`src/rtl/phase3_pkg.sv`:
```
// rtl/phase3_pkg.sv - phase-3 shared types and constants
package phase3_pkg;

    // Default rotated bitstream word width, shared with the phase-3b rotator
    localparam int P3_BITSTREAM = 64;

    // Popcount accumulator states
    typedef enum logic [1:0] {
        P3C_ACCUM = 2'd0,
        P3C_DRAIN = 2'd1,
        P3C_HOLD  = 2'd2
    } p3c_state_t;

endpackage

```
`src/rtl/phase_3c_popcnt.sv`:
```
// rtl/phase_3c_popcnt.sv - combinational adder-tree popcount, W must be a power of two
module phase_3c_popcnt #(
    parameter int W = 64,
    localparam int OW = $clog2(W + 1)
) (
    input  logic [W-1:0]  bits,
    output logic [OW-1:0] count
);

    generate
        if (W == 1) begin : g_leaf
            assign count = bits;
        end else begin : g_node
            // Each half counts into one bit less than this level's output
            localparam int HW  = W / 2;
            localparam int HOW = $clog2(HW + 1);

            logic [HOW-1:0] lo_cnt;
            logic [HOW-1:0] hi_cnt;

            phase_3c_popcnt #(.W(HW)) u_lo (
                .bits  (bits[HW-1:0]),
                .count (lo_cnt)
            );

            phase_3c_popcnt #(.W(HW)) u_hi (
                .bits  (bits[W-1:HW]),
                .count (hi_cnt)
            );

            assign count = {1'b0, lo_cnt} + {1'b0, hi_cnt};
        end
    endgenerate

endmodule

```
`src/rtl/phase_3c_popacc.sv`:
```
// rtl/phase_3c_popacc.sv - popcount accumulator over FRAMES words; PHASE3C_POP_REG_EN registers the popcount
module phase_3c_popacc
    import phase3_pkg::*;
#(
    parameter int BITSTREAM = P3_BITSTREAM,
    parameter int FRAMES    = 8,
    localparam int CNT_W    = $clog2(BITSTREAM * FRAMES + 1),
    localparam int FI_W     = $clog2(FRAMES + 1)
) (
    input  logic                 clk,
    input  logic                 rst_n,
    input  logic                 clr,
    input  logic                 in_valid,
    output logic                 in_ready,
    input  logic [BITSTREAM-1:0] in_bits,
    output logic                 out_valid,
    input  logic                 out_ready,
    output logic [CNT_W-1:0]     out_count,
    output logic [FI_W-1:0]      frame_idx
);

    localparam int              PC_W     = $clog2(BITSTREAM + 1);
    localparam logic [FI_W-1:0] LAST_IDX = FI_W'(FRAMES - 1);

    p3c_state_t       state;
    p3c_state_t       state_nxt;
    logic [CNT_W-1:0] acc;
    logic [PC_W-1:0]  pc;
    logic             accept;
    logic             last_accept;

    phase_3c_popcnt #(.W(BITSTREAM)) u_popcnt (
        .bits  (in_bits),
        .count (pc)
    );

    assign accept      = in_valid && in_ready;
    assign last_accept = accept && (frame_idx == LAST_IDX);

    // State register
    always_ff @(posedge clk or negedge rst_n) begin
        if (!rst_n) begin
            state <= P3C_ACCUM;
        end else begin
            state <= state_nxt;
        end
    end

    // Next state and handshake outputs, decoded from the registered state only
    always_comb begin
        state_nxt = state;
        in_ready  = 1'b0;
        out_valid = 1'b0;
        case (state)
            P3C_ACCUM: begin
                in_ready = 1'b1;
                if (last_accept) begin
`ifdef PHASE3C_POP_REG_EN
                    state_nxt = P3C_DRAIN;
`else
                    state_nxt = P3C_HOLD;
`endif
                end
            end
            P3C_DRAIN: begin
                state_nxt = P3C_HOLD;
            end
            P3C_HOLD: begin
                out_valid = 1'b1;
                if (out_ready) begin
                    state_nxt = P3C_ACCUM;
                end
            end
            default: begin
                state_nxt = P3C_ACCUM;
            end
        endcase
        if (clr) begin
            state_nxt = P3C_ACCUM;
        end
    end

`ifdef PHASE3C_POP_REG_EN
    logic [PC_W-1:0] pc_q;

    // Pipelined datapath: pc_q carries last cycle's popcount (zero when nothing was accepted)
    always_ff @(posedge clk or negedge rst_n) begin
        if (!rst_n) begin
            pc_q      <= '0;
            acc       <= '0;
            frame_idx <= '0;
            out_count <= '0;
        end else if (clr) begin
            pc_q      <= '0;
            acc       <= '0;
            frame_idx <= '0;
        end else begin
            pc_q <= accept ? pc : '0;
            if (accept) begin
                frame_idx <= frame_idx + FI_W'(1);
            end
            if (state == P3C_ACCUM) begin
                acc <= acc + CNT_W'(pc_q);
            end
            if (state == P3C_DRAIN) begin
                out_count <= acc + CNT_W'(pc_q);
            end
            if ((state == P3C_HOLD) && out_ready) begin
                acc       <= '0;
                frame_idx <= '0;
            end
        end
    end
`else
    // Single-cycle datapath: popcount and add in the accepting cycle
    always_ff @(posedge clk or negedge rst_n) begin
        if (!rst_n) begin
            acc       <= '0;
            frame_idx <= '0;
            out_count <= '0;
        end else if (clr) begin
            acc       <= '0;
            frame_idx <= '0;
        end else begin
            if (accept) begin
                acc       <= acc + CNT_W'(pc);
                frame_idx <= frame_idx + FI_W'(1);
            end
            if (last_accept) begin
                out_count <= acc + CNT_W'(pc);
            end
            if ((state == P3C_HOLD) && out_ready) begin
                acc       <= '0;
                frame_idx <= '0;
            end
        end
    end
`endif

endmodule

```
`config.mk`:
```
export PLATFORM = sky130hd
export DESIGN_NAME = phase_3c_popacc
export DESIGN_NICKNAME = d
export VERILOG_FILES = /design/src/rtl/phase3_pkg.sv /design/src/rtl/phase_3c_popcnt.sv /design/src/rtl/phase_3c_popacc.sv
export SDC_FILE = /design/constraint.sdc
export NUM_CORES = 1
export LEC_CHECK = 0
export ABC_CLOCK_PERIOD_IN_PS = 8900
export CAP_MARGIN = 20
export CORE_ASPECT_RATIO = 0.75
export CORE_MARGIN = 4
export CORE_UTILIZATION = 54
export CTS_CLUSTER_DIAMETER = 150
export DETAILED_ROUTE_END_ITERATION = 8
export GPL_ROUTABILITY_DRIVEN = 0
export PLACE_DENSITY_LB_ADDON = 0.12
export SLEW_MARGIN = 20
export SYNTH_ARGS = -nofsm -noshare
export SYNTH_HDL_FRONTEND = slang
export SYNTH_SLANG_ARGS = --single-unit
```
`constraint.sdc`:
```
create_clock -name clk -period 8.9 [get_ports clk]
set_input_delay 2.67 -clock clk [delete_from_list [all_inputs] [get_ports clk]]
set_output_delay 2.67 -clock clk [all_outputs]
set_load 0.05 [all_outputs]
```
; Yosys cells after proc, flatten, opt, wreduce, memory -nomap -nowiden
; Index checks and enable logic that the tools add are counted.
[op_classes]
add_sub_neg = 65
n_eq_ne = 5
muxes = 12
bitwise_logic = 1
n_reduce_logical = 7
[ops]
columns = operator, count
row1 = 1-bit by 1-bit adder with 2-bit output, 32
row2 = 2-bit by 2-bit adder with 3-bit output, 16
row3 = 3-bit by 3-bit adder with 4-bit output, 8
row4 = 10-bit two-way mux, 3
row5 = 4-bit by 4-bit adder with 5-bit output, 4
row6 = 5-bit by 5-bit adder with 6-bit output, 2
row7 = 4-bit two-way mux, 3
row8 = 10-bit by 7-bit adder with 10-bit output, 1
row9 = 6-bit by 6-bit adder with 7-bit output, 1
row10 = 2-bit two-way mux, 3
row11 = "3-bit inequality test, second input constant", 2
row12 = 2-bit case mux with 3 select lines, 1
row13 = "4-bit by 1-bit adder with 4-bit output, second input constant", 1
row14 = "4-bit by 3-bit == test with 1-bit output, second input constant", 1
row15 = 2-bit AND reduction, 2
row16 = 1-bit logical AND, 3
row17 = 3-bit nonzero test, 1
row18 = "2-bit by 1-bit == test with 1-bit output, second input constant", 1
row19 = "2-bit == test, second input constant", 1
row20 = 2-bit zero test, 1
row21 = 1-bit two-way mux, 2
row22 = 1-bit inverter, 1
[totals]
register_bits = 26
out_inout_bits = 16
word_cells = 94

; Logic depth before layout (Yosys ltp)
[depth]
ltp_word = 10
depth_mapped = 20
mapped_depth_nobuf = 20

; Hierarchy
; Synthesis repeated with hierarchy kept, for this count alone.
[unflattened]
hier_cells = 551
hier_area_um2 = 4947.2
[by_module_without_submodules]
columns = module, instances, cells_per_inst, area_per_inst_um2, seq_area_each_um2
row1 = phase_3c_popacc, 1, 121, 1378.8, 625.6
row2 = phase_3c_popcnt (u_popcnt.g_node.u_hi.g_node.u_hi.g_node.u_hi.g_node.u_hi ...), 16, 7, 51.3, 0.0
row3 = phase_3c_popcnt (u_popcnt.g_node.u_hi.g_node.u_hi.g_node.u_hi ...), 8, 12, 95.1, 0.0
row4 = phase_3c_popcnt (u_popcnt.g_node.u_hi.g_node.u_hi ...), 4, 16, 136.4, 0.0
row5 = phase_3c_popcnt (u_popcnt.g_node.u_hi.g_node.u_hi.g_node.u_hi.g_node.u_hi.g_node.u_hi.g_node.u_hi ...), 64, 1, 7.5, 0.0
row6 = phase_3c_popcnt (u_popcnt.g_node.u_hi.g_node.u_hi.g_node.u_hi.g_node.u_hi.g_node.u_hi ...), 32, 1, 12.5, 0.0
row7 = phase_3c_popcnt (u_popcnt.g_node.u_hi ...), 2, 17, 158.9, 0.0
row8 = phase_3c_popcnt (u_popcnt), 1, 28, 242.7, 0.0

; Least setup slack after synthesis
; Ideal clock, no wire load.
[synth_path]
path_type = input to register
start = in in_bits[35]
end = reg acc[7]
setup_ns = 0.122
arrival_ns = 8.281
required_time_ns = 8.778
setup_slack_ns = 0.497
stages = 20
n_path_buf = 0
path_cell_list = inv_1 -> fa_1 -> inv_1 -> fa_1 -> fa_1 -> inv_1 -> fa_1 -> inv_1 -> fa_1 -> fa_1 -> fa_1 -> inv_1 -> fa_1 -> inv_1 -> ha_1 -> nand2b_1 -> a21oi_2 -> o311a_1 -> or3_1 -> a32o_1
[synth_via]
elab_chain_len = 10
[synth_lines]
columns = element, line_no
row1 = from (decl), phase_3c_popacc.sv:15  ; input logic [BITSTREAM-1:0] in_bits,
row2 = 1-bit by 1-bit adder with 2-bit output, phase_3c_popcnt.sv:31  ; assign count = {1'b0, lo_cnt} + {1'b0, hi_cnt};
row3 = 2-bit by 2-bit adder with 3-bit output, phase_3c_popcnt.sv:31
row4 = 3-bit by 3-bit adder with 4-bit output, phase_3c_popcnt.sv:31
row5 = 4-bit by 4-bit adder with 5-bit output, phase_3c_popcnt.sv:31
row6 = 5-bit by 5-bit adder with 6-bit output, phase_3c_popcnt.sv:31
row7 = 6-bit by 6-bit adder with 7-bit output, phase_3c_popcnt.sv:31
row8 = 10-bit by 7-bit adder with 10-bit output, phase_3c_popacc.sv:126  ; acc <= acc + CNT_W'(pc);
row9 = 10-bit two-way mux, phase_3c_popacc.sv:125  ; if (accept) begin
row10 = 10-bit two-way mux, phase_3c_popacc.sv:132  ; if ((state == P3C_HOLD) && out_ready) begin
row11 = 10-bit two-way mux, phase_3c_popacc.sv:121  ; end else if (clr) begin
row12 = to (signal assigned), phase_3c_popacc.sv:126
row13 = to (decl), phase_3c_popacc.sv:27  ; logic [CNT_W-1:0] acc;
; Every way passes these cells. The select of a mux whose other input is x is not followed.
; A chain may end at the register's enable or synchronous reset.

; Final worst setup path
[layout_path]
start = in in_bits[35]
end = reg out_count[7]
[layout_via]
elab_chain_len = 7
[layout_lines]
columns = element, line_no
row1 = 1-bit by 1-bit adder with 2-bit output, phase_3c_popcnt.sv:31
row2 = 2-bit by 2-bit adder with 3-bit output, phase_3c_popcnt.sv:31
row3 = 3-bit by 3-bit adder with 4-bit output, phase_3c_popcnt.sv:31
row4 = 4-bit by 4-bit adder with 5-bit output, phase_3c_popcnt.sv:31
row5 = 5-bit by 5-bit adder with 6-bit output, phase_3c_popcnt.sv:31
row6 = 6-bit by 6-bit adder with 7-bit output, phase_3c_popcnt.sv:31
row7 = 10-bit by 7-bit adder with 10-bit output, phase_3c_popacc.sv:130  ; out_count <= acc + CNT_W'(pc);
row8 = to (signal assigned), phase_3c_popacc.sv:130
row9 = to (decl), phase_3c_popacc.sv:18  ; output logic [CNT_W-1:0] out_count,
; Every way passes these cells.

==> results.json <==
{
  "slowest_stage": "fa_1",
  "wirelength_um": 6830,
  "cts.path.max_buffers": 2,
  "finalInstanceArea_um2": 4150,
  "critPathArrivalTime_ns": 8.97,
  "path_clk_slew_ns": 0.10,
  "overflow": 0,
  "fillerInstances": 402,
  "numCtsBuffers": 3,
  "rsz0062_at_grt": "yes",
  "finalSetupTns_ns": 0,
  "fmax_mhz": 114,
  "cts_hold_buf": 0,
  "synthDistinctLibCells": 50,
  "slew_headroom_pct": 43.3,
  "vias": 2344,
  "die_area_um2": 7120,
  "die_w_um": 96.1,
  "grt_use_total_pct": 20.1,
  "post-route-min-period_ns": 8.75,
  "io_pins": 85,
  "drive_above_1_share_pct": 5.90,
  "start_kind": "input port",
  "grt_max_degree": 26,
  "synth.top_cell.area_share_pct": 35.6,
  "synth_edf_count": 0,
  "syn_to_final_growth_pct": 31.9,
  "antenna_cells": 0,
  "wl_per_cell_um": 14.7,
  "synth_area_um2": 3150,
  "min_period_over_period_pct": 98.4,
  "endpoint_kind": "flip-flop",
  "drv_slew": 0,
  "clock-sinks": 25,
  "synth_cells": 303,
  "grt_pass1_vias": 2435,
  "post_dp_cell_area_um2": 4080,
  "core_area_um2": 5500,
  "synthesis.nets": 456,
  "netlist_top_cells_count": "inv_1, fa_1, ha_1",
  "multi_input_area_um2": 2170,
  "cts-htree-levels": 1,
  "seq_area_um2": 626,
  "cp_cell_sequence": "clkdlybuf4s50_1 > inv_1 > fa_1 > inv_1 > fa_2 > fa_1 > inv_1 > fa_1 > inv_1 > fa_1 > fa_1 > fa_1 > inv_1 > fa_1 > inv_1 > ha_1 > nand2b_1 > a21oi_2 > buf_4 > o31a_1 > or3_1 > nand3_1",
  "required_ns": 9.11,
  "setup_viol": 0,
  "initial_core_util_pct": 57.2,
  "max_cap_viol_count": 0,
  "dr.pass1.iters": 4,
  "yosysMostFrequentCell": "inv_1",
  "tritoncts": "built",
  "yosys.area.top_type": "fa_1",
  "outcome": "finished, final reports clean",
  "antenna_found_initial": 0,
  "drtIter0Drc": 123,
  "worst_pin_slew_ns": 0.849,
  "place_hpwl_um": 6070,
  "whs_ns": 0.487,
  "synth_area_per_cell_um2": 10.4,
  "root_buffer": "clkbuf_8",
  "avgViaCountPerCell": 5.04,
  "final-hold-violation-count": 0,
  "drtAntennaViolNets": 0,
  "drcViolationCount": 0,
  "grt_pass1_wl_um": 11000,
  "final_nets": 544,
  "die_h_um": 74.1,
  "postSynth.asyncResetShare_pct": 100,
  "hp-class": "reg2reg",
  "yosys_warnings": 0,
  "yosys_register_bits": 25,
  "cp_max_fo": 4,
  "worst_path_largest_cell_delay_ns": 0.56,
  "worst_clock_skew_ns": 0.00943,
  "ys_top_cells_by_area": "fa_1, dfrtp_1, ha_1, inv_1, nand2_1",
  "clkLatencyLatePin_ns": 0.28,
  "synth_flop_cell": "dfrtp_1",
  "row_count": 23,
  "portBuffers": 84,
  "ys_seq_area_share_pct": 19.9,
  "cpMostUsedCell": "fa_1",
  "worstSetupPathType": "in2reg"
}
-- final cells by class --
type / count / share of cell area [%]
multi-input combinational: 182 / 52.4
timing repair buffer: 88 / 20.9
sequential: 25 / 15.1
inverter: 91 / 8.24
tap: 75 / 2.26
clock buffer: 3 / 0.995
clock inverter: 1 / 0.181
-- worst paths after layout --
kind                                endpoint          from  slack [ns]  cells past startpoint
worst min-delay path            out_count[0]  out_count[0]        0.49                      2
worst max register to register  out_count[7]        acc[0]        3.15                     18
max in group asynchronous       out_count[9]         rst_n        6.15                      1
min in group asynchronous             acc[5]         rst_n        2.38                      1
worst min register to register  out_count[0]  out_count[0]        0.49                      2
worst max-delay path            out_count[7]   in_bits[35]        0.15                     22
-- through the flow --
step | util [%] | instances | setup slack [ns]
after floorplan | - | 303 | 0.497
after global placement | 74.3 | 460 | -0.113
after detailed placement | 74.2 | 460 | -0.238
after CTS | 75.1 | 464 | 0.0330
after global routing | 75.5 | 465 | -0.0155
final | 75.5 | 465 | 0.145
-- layer usage --
| metal | vias to the layer above | share of wire (%) | GRT usage (%) |
|---|---|---|---|
| li1 | 1112 | - | - |
| met1 | 1136 | 44 | 29.5 |
| met2 | 87 | 48 | 32.1 |
| met3 | 9 | 7.2 | 2.93 |
| met4 | 0 | 0.98 | 4.26 |
| met5 | - | 0 | 0 |
-- placed cells by master, fill, tap and decap left out, drive strengths merged, types with 4 or more instances in the layout --
cell type	count
a21oi	6
buf	5
mux2	4
ha	28
inv	91
dfrtp	25
o21ai	7
nor2	12
clkdlybuf4s50	83
a211oi	4
o31ai	4
fa	56
nand2	12
xnor2	4
-- cell families (layout without fill, tap and decap cells) --
kind of cell,count (synthesis),count (layout),share of synthesized area (%)
buffers and inverters,96,183,11.5
adders and majority gates,84,84,46.8
and+or+nand+nor,47,47,8.87
AOI/OAI and AO/OA,39,39,9.15
DFF,25,25,19.9
muxes,7,7,2.39
xor gates and xnor gates,5,5,1.39
-- flip-flops by register name, indices dropped and copies added, names as in the netlist --
name       flops
frame_idx      4
acc           10
out_count     10
state          1
-- worst max-delay path, delay by kind of cell --
family / cells / cell delay (ns)
buffers and inverters: 8 / 0.95
AOI/OAI and AO/OA: 2 / 0.46
adders and majority gates: 9 / 4.28
and+or+nand+nor: 3 / 0.60
-- timing repair --
action                                  4_1_cts  5_1_grt
buffers inserted                              0        1
resized for setup                             0        4
endpoints found under the setup margin        0        8
Power is left out: the tool's default activity adds up to more than one toggle a clock period on the data nets, which glitch-free logic cannot reach.
